**src/rtl/conv_pe_scheduler_pkg.sv**
```systemverilog
// Shared types and width helpers for the convolution PE scheduler.
package conv_sched_pkg;

    typedef enum logic [2:0] {
        S_IDLE   = 3'd0,
        S_KLOAD  = 3'd1,
        S_KDRAIN = 3'd2,
        S_STREAM = 3'd3,
        S_DONE   = 3'd4
    } sched_state_e;

    localparam int unsigned DEF_KERNEL_SIZE       = 3;
    localparam int unsigned DEF_CHANNELS          = 3;
    localparam int unsigned DEF_KERNEL_DATA_WIDTH = 8;
    localparam int unsigned KE          = DEF_KERNEL_SIZE * DEF_KERNEL_SIZE * DEF_CHANNELS;
    localparam int unsigned KERNEL_BITS = KE * DEF_KERNEL_DATA_WIDTH;

    function automatic int unsigned ke_f(input int unsigned ks, input int unsigned ch);
        return ks * ks * ch;
    endfunction

    // Width of a counter/address covering 0..n-1, never below one bit.
    function automatic int unsigned clog2w(input int unsigned n);
        return (n <= 2) ? 1 : $clog2(n);
    endfunction

endpackage

```
**src/rtl/conv_pe_scheduler_if.sv**
```systemverilog
// Kernel and pixel BRAM read ports driven by the scheduler.
interface conv_pe_scheduler_if #(
    parameter int unsigned NUM_PE = 3,
    parameter int unsigned KDW    = 8,
    parameter int unsigned IDW    = 8,
    parameter int unsigned KA_W   = 5,
    parameter int unsigned PIX_AW = 15
);
    logic                    kbram_en;
    logic [KA_W-1:0]         kbram_addr;
    logic [NUM_PE*KDW-1:0]   kbram_dout;
    logic                    pbram_en;
    logic [PIX_AW-1:0]       pbram_addr;
    logic [IDW-1:0]          pbram_dout;

    modport master (
        output kbram_en, kbram_addr, pbram_en, pbram_addr,
        input  kbram_dout, pbram_dout
    );

    modport slave (
        input  kbram_en, kbram_addr, pbram_en, pbram_addr,
        output kbram_dout, pbram_dout
    );
endinterface

```
**src/rtl/conv_pe_scheduler_rd_pipe.sv**
```systemverilog
// Read-valid shift register: flags the cycle a BRAM read issued RD_LATENCY cycles ago returns data.
module bram_rd_pipe #(
    parameter int unsigned RD_LATENCY = 1
) (
    input  logic clk,
    input  logic rst_n,
    input  logic issue_i,
    output logic cap_o
);
    logic [RD_LATENCY-1:0] vld_q;
    logic [RD_LATENCY-1:0] vld_d;

    generate
        if (RD_LATENCY == 1) begin : g_one
            assign vld_d = issue_i;
        end else begin : g_multi
            assign vld_d = {vld_q[RD_LATENCY-2:0], issue_i};
        end
    endgenerate

    always_ff @(posedge clk or negedge rst_n) begin
        if (!rst_n) vld_q <= '0;
        else        vld_q <= vld_d;
    end

    assign cap_o = vld_q[RD_LATENCY-1];
endmodule

```
**src/rtl/conv_pe_scheduler.sv**
```systemverilog
// Sequencer for the 3-PE convolution datapath: kernel load, pixel streaming, tile accounting.
// Optional SCHED_PERF_CNT_EN adds stream/hold cycle counters.
module conv_pe_scheduler
    import conv_sched_pkg::*;
#(
    parameter int unsigned KERNEL_SIZE       = 3,
    parameter int unsigned CHANNELS          = 3,
    parameter int unsigned KERNEL_DATA_WIDTH = 8,
    parameter int unsigned INPUT_DATA_WIDTH  = 8,
    parameter int unsigned NUM_PE            = 3,
    parameter int unsigned IMG_PIXELS        = 300,
    parameter int unsigned NUM_TILES         = 16,
    parameter int unsigned PIX_ADDR_WIDTH    = 15,
    parameter int unsigned RD_LATENCY        = 1
) (
    input  logic                                   clk,
    input  logic                                   reset_n,
    input  logic                                   i_start,
    input  logic                                   i_stream_hold,
    conv_pe_scheduler_if.master                    bram_if,
    output logic [INPUT_DATA_WIDTH-1:0]            o_pixel_data,
    output logic                                   o_pixel_valid,
    output logic [NUM_PE*ke_f(KERNEL_SIZE, CHANNELS)*KERNEL_DATA_WIDTH-1:0] o_kernel,
    output logic                                   o_kernel_valid,
    input  logic [NUM_PE-1:0]                      i_final_flatten,
    output logic                                   o_proc_finish,
    output logic [clog2w(NUM_TILES+1)-1:0]         o_tile_count,
    output logic                                   o_busy,
`ifdef SCHED_PERF_CNT_EN
    output logic [31:0]                            o_run_cycles,
    output logic [31:0]                            o_hold_cycles,
`endif
    output logic                                   o_done
);
    localparam int unsigned KE_N    = ke_f(KERNEL_SIZE, CHANNELS);
    localparam int unsigned KBITS_N = KE_N * KERNEL_DATA_WIDTH;
    localparam int unsigned KA_W    = clog2w(KE_N);
    localparam int unsigned KC_W    = clog2w(KE_N + 1);
    localparam int unsigned PC_W    = clog2w(IMG_PIXELS + 1);
    localparam int unsigned TC_W    = clog2w(NUM_TILES + 1);

    sched_state_e               state_q, state_d;
    logic                       kbram_en_q, kbram_en_d;
    logic [KA_W-1:0]            kbram_addr_q, kbram_addr_d;
    logic [KC_W-1:0]            kcap_cnt_q, kcap_cnt_d;
    logic [NUM_PE*KBITS_N-1:0]  kernel_q, kernel_d;
    logic                       kernel_valid_q, kernel_valid_d;
    logic                       pbram_en_q, pbram_en_d;
    logic [PIX_ADDR_WIDTH-1:0]  pbram_addr_q, pbram_addr_d;
    logic [PC_W-1:0]            iss_cnt_q, iss_cnt_d;
    logic [PC_W-1:0]            dlv_cnt_q, dlv_cnt_d;
    logic [INPUT_DATA_WIDTH-1:0] pix_data_q, pix_data_d;
    logic                       pix_valid_q, pix_valid_d;
    logic [NUM_PE-1:0]          flags_q, flags_d;
    logic                       proc_finish_q, proc_finish_d;
    logic [TC_W-1:0]            tile_cnt_q, tile_cnt_d;
    logic                       busy_q, busy_d;
    logic                       done_q, done_d;
    logic                       kcap, pcap, start_run, tile_fire;

    bram_rd_pipe #(.RD_LATENCY(RD_LATENCY)) u_kpipe (
        .clk(clk), .rst_n(reset_n), .issue_i(kbram_en_q), .cap_o(kcap)
    );

    bram_rd_pipe #(.RD_LATENCY(RD_LATENCY)) u_ppipe (
        .clk(clk), .rst_n(reset_n), .issue_i(pbram_en_q), .cap_o(pcap)
    );

    assign start_run = i_start && ((state_q == S_IDLE) || (state_q == S_DONE));
    assign tile_fire = (&flags_q) && (tile_cnt_q < TC_W'(NUM_TILES));

    always_comb begin
        state_d        = state_q;
        kbram_en_d     = 1'b0;
        kbram_addr_d   = kbram_addr_q;
        kcap_cnt_d     = kcap_cnt_q;
        kernel_d       = kernel_q;
        kernel_valid_d = kernel_valid_q;
        pbram_en_d     = 1'b0;
        pbram_addr_d   = pbram_addr_q;
        iss_cnt_d      = iss_cnt_q;
        dlv_cnt_d      = dlv_cnt_q;
        pix_data_d     = pix_data_q;
        pix_valid_d    = pcap;
        flags_d        = flags_q;
        proc_finish_d  = 1'b0;
        tile_cnt_d     = tile_cnt_q;

        // Address-0 element shifts up to the MSBs of each PE's kernel word.
        if (kcap) begin
            for (int p = 0; p < int'(NUM_PE); p++) begin
                kernel_d[p*KBITS_N +: KBITS_N] =
                    {kernel_q[p*KBITS_N +: KBITS_N-KERNEL_DATA_WIDTH],
                     bram_if.kbram_dout[p*KERNEL_DATA_WIDTH +: KERNEL_DATA_WIDTH]};
            end
            kcap_cnt_d = kcap_cnt_q + KC_W'(1);
        end
        if (pcap) begin
            pix_data_d = bram_if.pbram_dout;
            dlv_cnt_d  = dlv_cnt_q + PC_W'(1);
        end

        // A flatten bit landing on the clearing edge survives into the next tile.
        if (tile_fire) begin
            proc_finish_d = 1'b1;
            tile_cnt_d    = tile_cnt_q + TC_W'(1);
            flags_d       = '0;
        end
        if (kernel_valid_q && (tile_cnt_d < TC_W'(NUM_TILES)))
            flags_d = flags_d | i_final_flatten;

        case (state_q)
            S_IDLE, S_DONE: begin
                if (start_run) begin
                    state_d        = S_KLOAD;
                    kbram_en_d     = 1'b1;
                    kbram_addr_d   = '0;
                    kcap_cnt_d     = '0;
                    kernel_valid_d = 1'b0;
                    tile_cnt_d     = '0;
                    flags_d        = '0;
                    iss_cnt_d      = '0;
                    dlv_cnt_d      = '0;
                    pbram_addr_d   = '0;
                end
            end
            S_KLOAD: begin
                if (kbram_addr_q == KA_W'(KE_N - 1)) begin
                    state_d = S_KDRAIN;
                end else begin
                    kbram_en_d   = 1'b1;
                    kbram_addr_d = kbram_addr_q + KA_W'(1);
                end
            end
            S_KDRAIN: begin
                if (kcap && (kcap_cnt_q == KC_W'(KE_N - 1))) begin
                    kernel_valid_d = 1'b1;
                    state_d        = S_STREAM;
                end
            end
            S_STREAM: begin
                if (!i_stream_hold && (iss_cnt_q < PC_W'(IMG_PIXELS))) begin
                    pbram_en_d   = 1'b1;
                    pbram_addr_d = PIX_ADDR_WIDTH'(iss_cnt_q);
                    iss_cnt_d    = iss_cnt_q + PC_W'(1);
                end
                if ((tile_cnt_q == TC_W'(NUM_TILES)) && (dlv_cnt_q == PC_W'(IMG_PIXELS)))
                    state_d = S_DONE;
            end
            default: state_d = S_IDLE;
        endcase

        busy_d = (state_d == S_KLOAD) || (state_d == S_KDRAIN) || (state_d == S_STREAM);
        done_d = (state_d == S_DONE);
    end

    always_ff @(posedge clk or negedge reset_n) begin
        if (!reset_n) begin
            state_q        <= S_IDLE;
            kbram_en_q     <= 1'b0;
            kbram_addr_q   <= '0;
            kcap_cnt_q     <= '0;
            kernel_q       <= '0;
            kernel_valid_q <= 1'b0;
            pbram_en_q     <= 1'b0;
            pbram_addr_q   <= '0;
            iss_cnt_q      <= '0;
            dlv_cnt_q      <= '0;
            pix_data_q     <= '0;
            pix_valid_q    <= 1'b0;
            flags_q        <= '0;
            proc_finish_q  <= 1'b0;
            tile_cnt_q     <= '0;
            busy_q         <= 1'b0;
            done_q         <= 1'b0;
        end else begin
            state_q        <= state_d;
            kbram_en_q     <= kbram_en_d;
            kbram_addr_q   <= kbram_addr_d;
            kcap_cnt_q     <= kcap_cnt_d;
            kernel_q       <= kernel_d;
            kernel_valid_q <= kernel_valid_d;
            pbram_en_q     <= pbram_en_d;
            pbram_addr_q   <= pbram_addr_d;
            iss_cnt_q      <= iss_cnt_d;
            dlv_cnt_q      <= dlv_cnt_d;
            pix_data_q     <= pix_data_d;
            pix_valid_q    <= pix_valid_d;
            flags_q        <= flags_d;
            proc_finish_q  <= proc_finish_d;
            tile_cnt_q     <= tile_cnt_d;
            busy_q         <= busy_d;
            done_q         <= done_d;
        end
    end

`ifdef SCHED_PERF_CNT_EN
    logic [31:0] run_cyc_q;
    logic [31:0] hold_cyc_q;

    // Saturating counters, restarted at each run's kernel load.
    always_ff @(posedge clk or negedge reset_n) begin
        if (!reset_n) begin
            run_cyc_q  <= '0;
            hold_cyc_q <= '0;
        end else if (start_run) begin
            run_cyc_q  <= '0;
            hold_cyc_q <= '0;
        end else if (state_q == S_STREAM) begin
            if (run_cyc_q != '1) run_cyc_q <= run_cyc_q + 32'(1);
            if (i_stream_hold && (iss_cnt_q < PC_W'(IMG_PIXELS)) && (hold_cyc_q != '1))
                hold_cyc_q <= hold_cyc_q + 32'(1);
        end
    end

    assign o_run_cycles  = run_cyc_q;
    assign o_hold_cycles = hold_cyc_q;
`else
    // Performance counters compiled out.
`endif

    assign bram_if.kbram_en   = kbram_en_q;
    assign bram_if.kbram_addr = kbram_addr_q;
    assign bram_if.pbram_en   = pbram_en_q;
    assign bram_if.pbram_addr = pbram_addr_q;
    assign o_pixel_data       = pix_data_q;
    assign o_pixel_valid      = pix_valid_q;
    assign o_kernel           = kernel_q;
    assign o_kernel_valid     = kernel_valid_q;
    assign o_proc_finish      = proc_finish_q;
    assign o_tile_count       = tile_cnt_q;
    assign o_busy             = busy_q;
    assign o_done             = done_q;
endmodule

```
**src/flat_wrapper.sv**
```systemverilog
// flat-port wrapper written by rule: the top's interface ports become plain ports
module conv_pe_scheduler_flat import conv_sched_pkg::*;
#(
    parameter int unsigned KERNEL_SIZE       = 3,
    parameter int unsigned CHANNELS          = 3,
    parameter int unsigned KERNEL_DATA_WIDTH = 8,
    parameter int unsigned INPUT_DATA_WIDTH  = 8,
    parameter int unsigned NUM_PE            = 3,
    parameter int unsigned IMG_PIXELS        = 300,
    parameter int unsigned NUM_TILES         = 16,
    parameter int unsigned PIX_ADDR_WIDTH    = 15,
    parameter int unsigned RD_LATENCY        = 1
)
  (clk, reset_n, i_start, i_stream_hold, o_pixel_data, o_pixel_valid, o_kernel, o_kernel_valid, i_final_flatten, o_proc_finish, o_tile_count, o_busy, o_done, bram_if_kbram_en, bram_if_kbram_addr, bram_if_pbram_en, bram_if_pbram_addr, bram_if_kbram_dout, bram_if_pbram_dout);
  conv_pe_scheduler_if #(.NUM_PE(NUM_PE)) bram_if_i ();
  input  logic clk;
  input  logic reset_n;
  input  logic i_start;
  input  logic i_stream_hold;
  output logic [INPUT_DATA_WIDTH-1:0] o_pixel_data;
  output logic o_pixel_valid;
  output logic [NUM_PE*ke_f(KERNEL_SIZE, CHANNELS)*KERNEL_DATA_WIDTH-1:0] o_kernel;
  output logic o_kernel_valid;
  input  logic [NUM_PE-1:0] i_final_flatten;
  output logic o_proc_finish;
  output logic [clog2w(NUM_TILES+1)-1:0] o_tile_count;
  output logic o_busy;
  output logic o_done;
  output wire logic [$bits(bram_if_i.kbram_en)-1:0] bram_if_kbram_en;
  output wire logic [$bits(bram_if_i.kbram_addr)-1:0] bram_if_kbram_addr;
  output wire logic [$bits(bram_if_i.pbram_en)-1:0] bram_if_pbram_en;
  output wire logic [$bits(bram_if_i.pbram_addr)-1:0] bram_if_pbram_addr;
  input wire logic [$bits(bram_if_i.kbram_dout)-1:0] bram_if_kbram_dout;
  input wire logic [$bits(bram_if_i.pbram_dout)-1:0] bram_if_pbram_dout;
  assign bram_if_kbram_en = bram_if_i.kbram_en;
  assign bram_if_kbram_addr = bram_if_i.kbram_addr;
  assign bram_if_pbram_en = bram_if_i.pbram_en;
  assign bram_if_pbram_addr = bram_if_i.pbram_addr;
  assign bram_if_i.kbram_dout = bram_if_kbram_dout;
  assign bram_if_i.pbram_dout = bram_if_pbram_dout;
  conv_pe_scheduler #(.KERNEL_SIZE(KERNEL_SIZE), .CHANNELS(CHANNELS), .KERNEL_DATA_WIDTH(KERNEL_DATA_WIDTH), .INPUT_DATA_WIDTH(INPUT_DATA_WIDTH), .NUM_PE(NUM_PE), .IMG_PIXELS(IMG_PIXELS), .NUM_TILES(NUM_TILES), .PIX_ADDR_WIDTH(PIX_ADDR_WIDTH), .RD_LATENCY(RD_LATENCY)) u_core (.clk(clk), .reset_n(reset_n), .i_start(i_start), .i_stream_hold(i_stream_hold), .bram_if(bram_if_i), .o_pixel_data(o_pixel_data), .o_pixel_valid(o_pixel_valid), .o_kernel(o_kernel), .o_kernel_valid(o_kernel_valid), .i_final_flatten(i_final_flatten), .o_proc_finish(o_proc_finish), .o_tile_count(o_tile_count), .o_busy(o_busy), .o_done(o_done));
endmodule
```
**config.mk**
```make
export PLATFORM = sky130hd
export DESIGN_NAME = conv_pe_scheduler_flat
export DESIGN_NICKNAME = d
export VERILOG_FILES = /design/src/rtl/conv_pe_scheduler_pkg.sv /design/src/rtl/conv_pe_scheduler_if.sv /design/src/rtl/conv_pe_scheduler_rd_pipe.sv /design/src/rtl/conv_pe_scheduler.sv /design/src/flat_wrapper.sv
export SDC_FILE = /design/constraint.sdc
export NUM_CORES = 1
export LEC_CHECK = 0
export ABC_AREA = 0
export CAP_MARGIN = 20
export CORE_ASPECT_RATIO = 0.5
export CORE_MARGIN = 8
export CORE_UTILIZATION = 48
export DETAILED_ROUTE_END_ITERATION = 16
export GPL_TIMING_DRIVEN = 0
export PLACE_DENSITY = 0.8
export SLEW_MARGIN = 20
export SYNTH_ARGS = -nofsm -noshare
export SYNTH_HDL_FRONTEND = slang
export SYNTH_SLANG_ARGS = --single-unit
export TNS_END_PERCENT = 100
```
**constraint.sdc**
```tcl
create_clock -name clk -period 2.39 [get_ports clk]
set_clock_uncertainty 0.15 [all_clocks]
set_input_delay 0.3585 -clock clk [delete_from_list [all_inputs] [get_ports clk]]
set_output_delay 0.3585 -clock clk [all_outputs]
set_load 0.01 [all_outputs]
```
---- Yosys cells after proc, flatten, opt, wreduce, memory -nomap -nowiden ----
Cells that the tools add are included.
storage, ports and cells
  output and inout port bits .............. 688
  logic and storage cells ................. 99
  input port bits ......................... 39
  bits in registers ....................... 719
cells by class
  add/subtract/negate cells ............... 5
  reductions and logical operators ........ 19
  muxes and demuxes ....................... 36
  equal/unequal tests ..................... 16
  magnitude comparators ................... 3
  bitwise gates (word level) .............. 1
operators with widths
  operator                                               number
  2-to-1 mux 9 bit                                       5
  2-to-1 mux 5 bit                                       8
  2-to-1 mux 15 bit                                      2
  one-hot mux 15 bit (2 select lines)                    1
  2-to-1 mux 3 bit                                       8
  adder 9 x 1 -> 9 bit, second input constant            2
  one-hot mux 9 bit (2 select lines)                     1
  adder 5 x 1 -> 5 bit, second input constant            3
  == test 5 bit, second input constant                   3
  == test 3 x 2 -> 1 bit, second input constant          4
  one-hot mux 3 bit (4 select lines)                     1
  AND reduction 3 bit                                    4
  < comparator 5 bit, second input constant              2
  one-hot mux 5 bit (2 select lines)                     1
  == test 9 bit, second input constant                   1
  < comparator 9 bit, second input constant              1
  2-to-1 mux 1 bit                                       7
  == test 3 x 1 -> 1 bit, second input constant          2
  == test 3 bit, second input constant                   2
  logical AND 1 bit                                      6
  inequality test 2 x 1 -> 1 bit, second input constant  3
  nonzero test 2 bit                                     3
  one-hot mux 1 bit (2 select lines)                     2
  logical NOT 3 bit                                      1
  5 further kinds                                        7

---- Longest topological paths before layout ----
  depth after elaboration ................. 8
  depth in mapped cells ................... 6
  gate-level depth less buffers ........... 6

---- By module ----
From an unflattened synthesis, not the netlist that was laid out.
unflattened totals
  cells, all modules ...................... 1650
  area total of the unflattened synthesis .. 26842.0 um2
modules (own cells, without submodules)
  module             area an instance (um2)  cells each  times used  seq. area each (um2)
  conv_pe_scheduler  26791.9                 1648        1           17792.1
  bram_rd_pipe       25.0                    1           2           25.0

---- Least setup slack after synthesis ----
OpenSTA, ideal clock, no wires.
  kind .................................... register to register
  from .................................... register u_core.iss_cnt_q[2]
  to ...................................... register u_core.iss_cnt_q[4]
  setup slack ............................. 653 ps
  data arrival time ....................... 1509 ps
  buffers on the path ..................... 1
  setup time .............................. 78 ps
  required time ........................... 2162 ps
  period minus slack after synthesis ...... 1737 ps
  stages on the path, launching flop included .. 6
  path through ............................ dfrtp_1 a21o_1 and3_1 clkbuf_2 or4_1 a21oi_1
between the ends
  longest elaborated chain between the ends .. 4
  elaborated cells between the ends (all ways) .. 7
  those cells by class .................... add/sub (1); order compare (1); eq/ne (1); mux (2); reduce/logical (2)
RTL lines
  what                                             RTL line                  RTL
  from (decl)                                      conv_pe_scheduler.sv:50   logic [PC_W-1:0] iss_cnt_q, iss_cnt_d;
  from (signal assigned)                           conv_pe_scheduler.sv:185  iss_cnt_q <= iss_cnt_d;
  < comparator 9 bit                               conv_pe_scheduler.sv:142  if (!i_stream_hold && (iss_cnt_q < PC_W'(IMG_PIXELS))) begin
  logical AND 1 bit                                conv_pe_scheduler.sv:142
  inequality test 2 x 1 -> 1 bit (no source line)  n/a
  AND reduction 3 bit (no source line)             n/a
Several ways; a longest one is shown, not always the timed one. The select of a mux whose other input is x is not followed.
A chain may end at the register's enable or synchronous reset.

---- Final worst setup path ----
  from .................................... register u_core.kernel_q[366], in the netlist u_core.o_kernel[366]
  to ...................................... output port o_kernel[366]
RTL lines
  what                    RTL line                  RTL
  from (decl)             conv_pe_scheduler.sv:46   logic [NUM_PE*KBITS_N-1:0] kernel_q, kernel_d;
  from (signal assigned)  conv_pe_scheduler.sv:181  kernel_q <= kernel_d;
  to (decl)               flat_wrapper.sv:22        output logic [NUM_PE*ke_f(KERNEL_SIZE, CHANNELS)*KERNEL_DATA_WIDTH-1:0] o_kernel;
No word-level cell between the ends.

==> metrics <==
Syn. warnings=0; DIE AREA=64200 um^2; vias=between 15k and 20k; Worst VDD drop=0.992 mV; Starting DRT DRC Count=906; final hold violation count=0; dominant synthesized flop cell=dfrtp_1; DP HPWL=62700 um; leading area contributor after synthesis=dfrtp_1; initial antenna violation count=1; Top Ports=727; Row Count=61; DIE HEIGHT=183 um; PD cells=1680 nW/um^2; number of global-route vias before repair=17.7k; clock sinks=a little over 700; H-tree lvl count=2; Post-synth EDFFs=0; Slew Limit Fails=0; Total GRT Usage=0.246; Slew HR=0.276; Startpoint Class=register; layout cells sized above 1=0.340; Num CTS Buffers=61; placed insts=3134; CP max stage cell=clkdlybuf4s50_1; fin crit share=0.960; CP bufs+invs=1; Synth top area share=0.664; Data arrival, critical path=1.79 ns; Synth Register Bits=713; Comb power frac=0.472; buffer levels on the longest clock path=3; power share of the clock group=0.159; DRC Markers=0; final setup fails=0; Core Area=55400 um^2; First-pass DRT Iterations=4; fmax=about 440 MHz; part of the power in registers=0.370; Avg Inst Size Synth=16.3 um^2; Net Sw Frac=0.346; Syn Inst Count=1646; Yosys cell types=44; synth top area cells=dfrtp_1, mux2_2, buf_2; internal power=40.9 mW; Final Non-Filler Cells=around 3.2k; Mapped Area=26900 um^2; final critical-path required period=2.29 ns; DRT antenna net count=0; Core Util, Final=0.672; Worst path max stage delay=0.65 ns; sequential cell area=17800 um^2; Port Buffers=720; Total Power=62.5 mW; worst skew pair latency=0.63 ns; fillers=3956; worst min path class=in -> async; sequential area share after synthesis=0.664; outcome=completed; CP Capture Type=output port; Clock Tree Root=clkbuf_16; Worst Tran Pin Value=1.09 ns; Setup TNS=0 ns; multi-input logic area=8510 um^2; Total Nets Final=2489; net switching power=21.6 mW; Critical Path Fanout Max=4; largest net degree at the start of global routing=103; synthesis-to-finish area growth=38.7%; clock-pin slew on the worst setup and hold paths=0.07 ns; async set-reset flop share out of synthesis=1.00; critical path required time=between 1.5 and 2 ns; Fin Hold WS=0.164 ns; die width=351 um; CTS tree=built; GRT overflow=0; Vias/cell=5.19; Lkg Pwr=about 16 nW; starting density of the core=0.485; gpl congestion=0.890; top cell family by delay on the critical path=buffers and inverters; DR WL/cell=around 25 um; CP cell instances=clkdlybuf4s50_1; max cap viols=0; DRT Wirelength=between 80000 and 90000 um; first-pass GRT wire length=119000 um; Setup CP Type=reg -> out; RSZ-0062 raised after global routing=false
-- synth_stat cells, types with 4 or more instances --
cell type  instances
dfrtp_1          713
inv_1             19
ha_1               9
mux2_2           657
o21ai_0            6
xor2_1            14
o211ai_1           4
a21oi_1            8
clkbuf_1          12
buf_2             67
and3_1             9
nand4_1           10
nand2_1           25
nor2_1            27
buf_4              7
mux2i_1           13
nand3_1            6
-- power by group through the flow --
stage          clock [mW]  combinational [mW]  sequential (mW)
5_1_grt              10.7                30.8             24.0
3_5_place_dp            0                29.8             23.2
3_3_place_gp            0                29.1             22.9
6_report             9.93                29.5             23.1
2_1_floorplan           0                10.9             24.5
4_1_cts              10.2                29.9             23.1
-- cell families (layout without fill, tap and decap cells) --
kind of cell | Yosys count | in the layout | synth area share
compound gates | 32 | 32 | 0.00792
flops | 713 | 713 | 0.664
simple gates | 96 | 96 | 0.0182
fa+ha+maj | 9 | 9 | 0.00419
other cells | 1 | 8 | 0.000140
xor+xnor | 17 | 17 | 0.00554
mux | 670 | 670 | 0.280
buf+inv | 108 | 947 | 0.0195
-- routing by layer --
metal	part of all wire	GRT usage
met2	0.52	0.439
met3	0.043	0.0500
met5	0	0
met4	0.059	0.122
met1	0.37	0.282
-- cell usage in the layout, fill, tap and decap left out, types with 3 or more instances in the layout --
master,n
clkinv_2,12
clkbuf_8,25
mux2_2,657
ha_1,9
nand3_1,6
nand4_1,10
buf_2,67
clkdlybuf4s50_1,719
and3_1,9
o21ai_0,6
buf_16,7
clkbuf_1,20
xor2_1,14
inv_1,19
xnor2_1,3
nor3_1,3
nor2_1,27
clkbuf_16,61
conb_1,6
nand2_1,25
buf_4,7
a21oi_1,8
o211ai_1,4
dfrtp_1,713
mux2i_1,13
a32oi_1,3
-- repair_timing --
item,CTS,global route
hold buffers,1,0
gates resized for setup,1,0
buffers inserted,0,0
endpoints found under the hold margin,66,0
endpoints found under the setup margin,254,0
-- metrics by stage --
| stage | setup slack [ns] | area, um^2 |
|---|---|---|
| 3_3_place_gp | -30.90 | 35000 |
| 4_1_cts | 0.0555 | 37300 |
| 6_report | 0.0958 | 37300 |
| 3_5_place_dp | -0.228 | 35200 |
| 2_1_floorplan | 0.653 | 26900 |
| 5_1_grt | 0.0325 | 37300 |
-- sequential cells by signal, summed over array words and instances (netlist names) --
signal                     cells
u_core.bram_if.kbram_addr      5
u_core.bram_if.kbram_en        1
u_core.bram_if.pbram_addr      9
u_core.bram_if.pbram_en        1
u_core.dlv_cnt_q               9
u_core.flags_q                 3
u_core.iss_cnt_q               9
u_core.kcap_cnt_q              5
u_core.o_busy                  1
u_core.o_done                  1
u_core.o_kernel              648
u_core.o_kernel_valid          1
u_core.o_pixel_data            8
u_core.o_pixel_valid           1
u_core.o_proc_finish           1
u_core.o_tile_count            5
u_core.state_q                 3
u_core.u_kpipe.cap_o           1
u_core.u_ppipe.cap_o           1
-- cell type report --
| class | instances | area share |
|---|---|---|
| plain buffers | 88 | 0.0121 |
| repair buffers | 728 | 0.199 |
| inverters | 19 | 0.00191 |
| diodes | 2 | 0.000134 |
| multi-input cells | 830 | 0.229 |
| clock inverters | 16 | 0.00292 |
| clock buffers | 96 | 0.0512 |
| well taps | 756 | 0.0254 |
| flip-flops and latches | 713 | 0.479 |
-- path summary, 6_finish.rpt --
check,startpoint,to,slack (ns),depth (start not counted)
worst max-delay path,u_core.o_kernel[366],o_kernel[366],0.1,1
worst min-delay path,reset_n,u_core.o_kernel[107],0.16,2
worst max register to register,u_core.u_kpipe.cap_o,u_core.o_kernel[512],0.12,3
worst min register to register,u_core.bram_if.kbram_en,u_core.u_kpipe.cap_o,0.23,0
max in group asynchronous,reset_n,u_core.o_kernel[445],0.48,4
min in group clk,bram_if_kbram_dout[11],u_core.o_kernel[219],0.18,2
No activity file was read; power rests on OpenSTA's default activity.
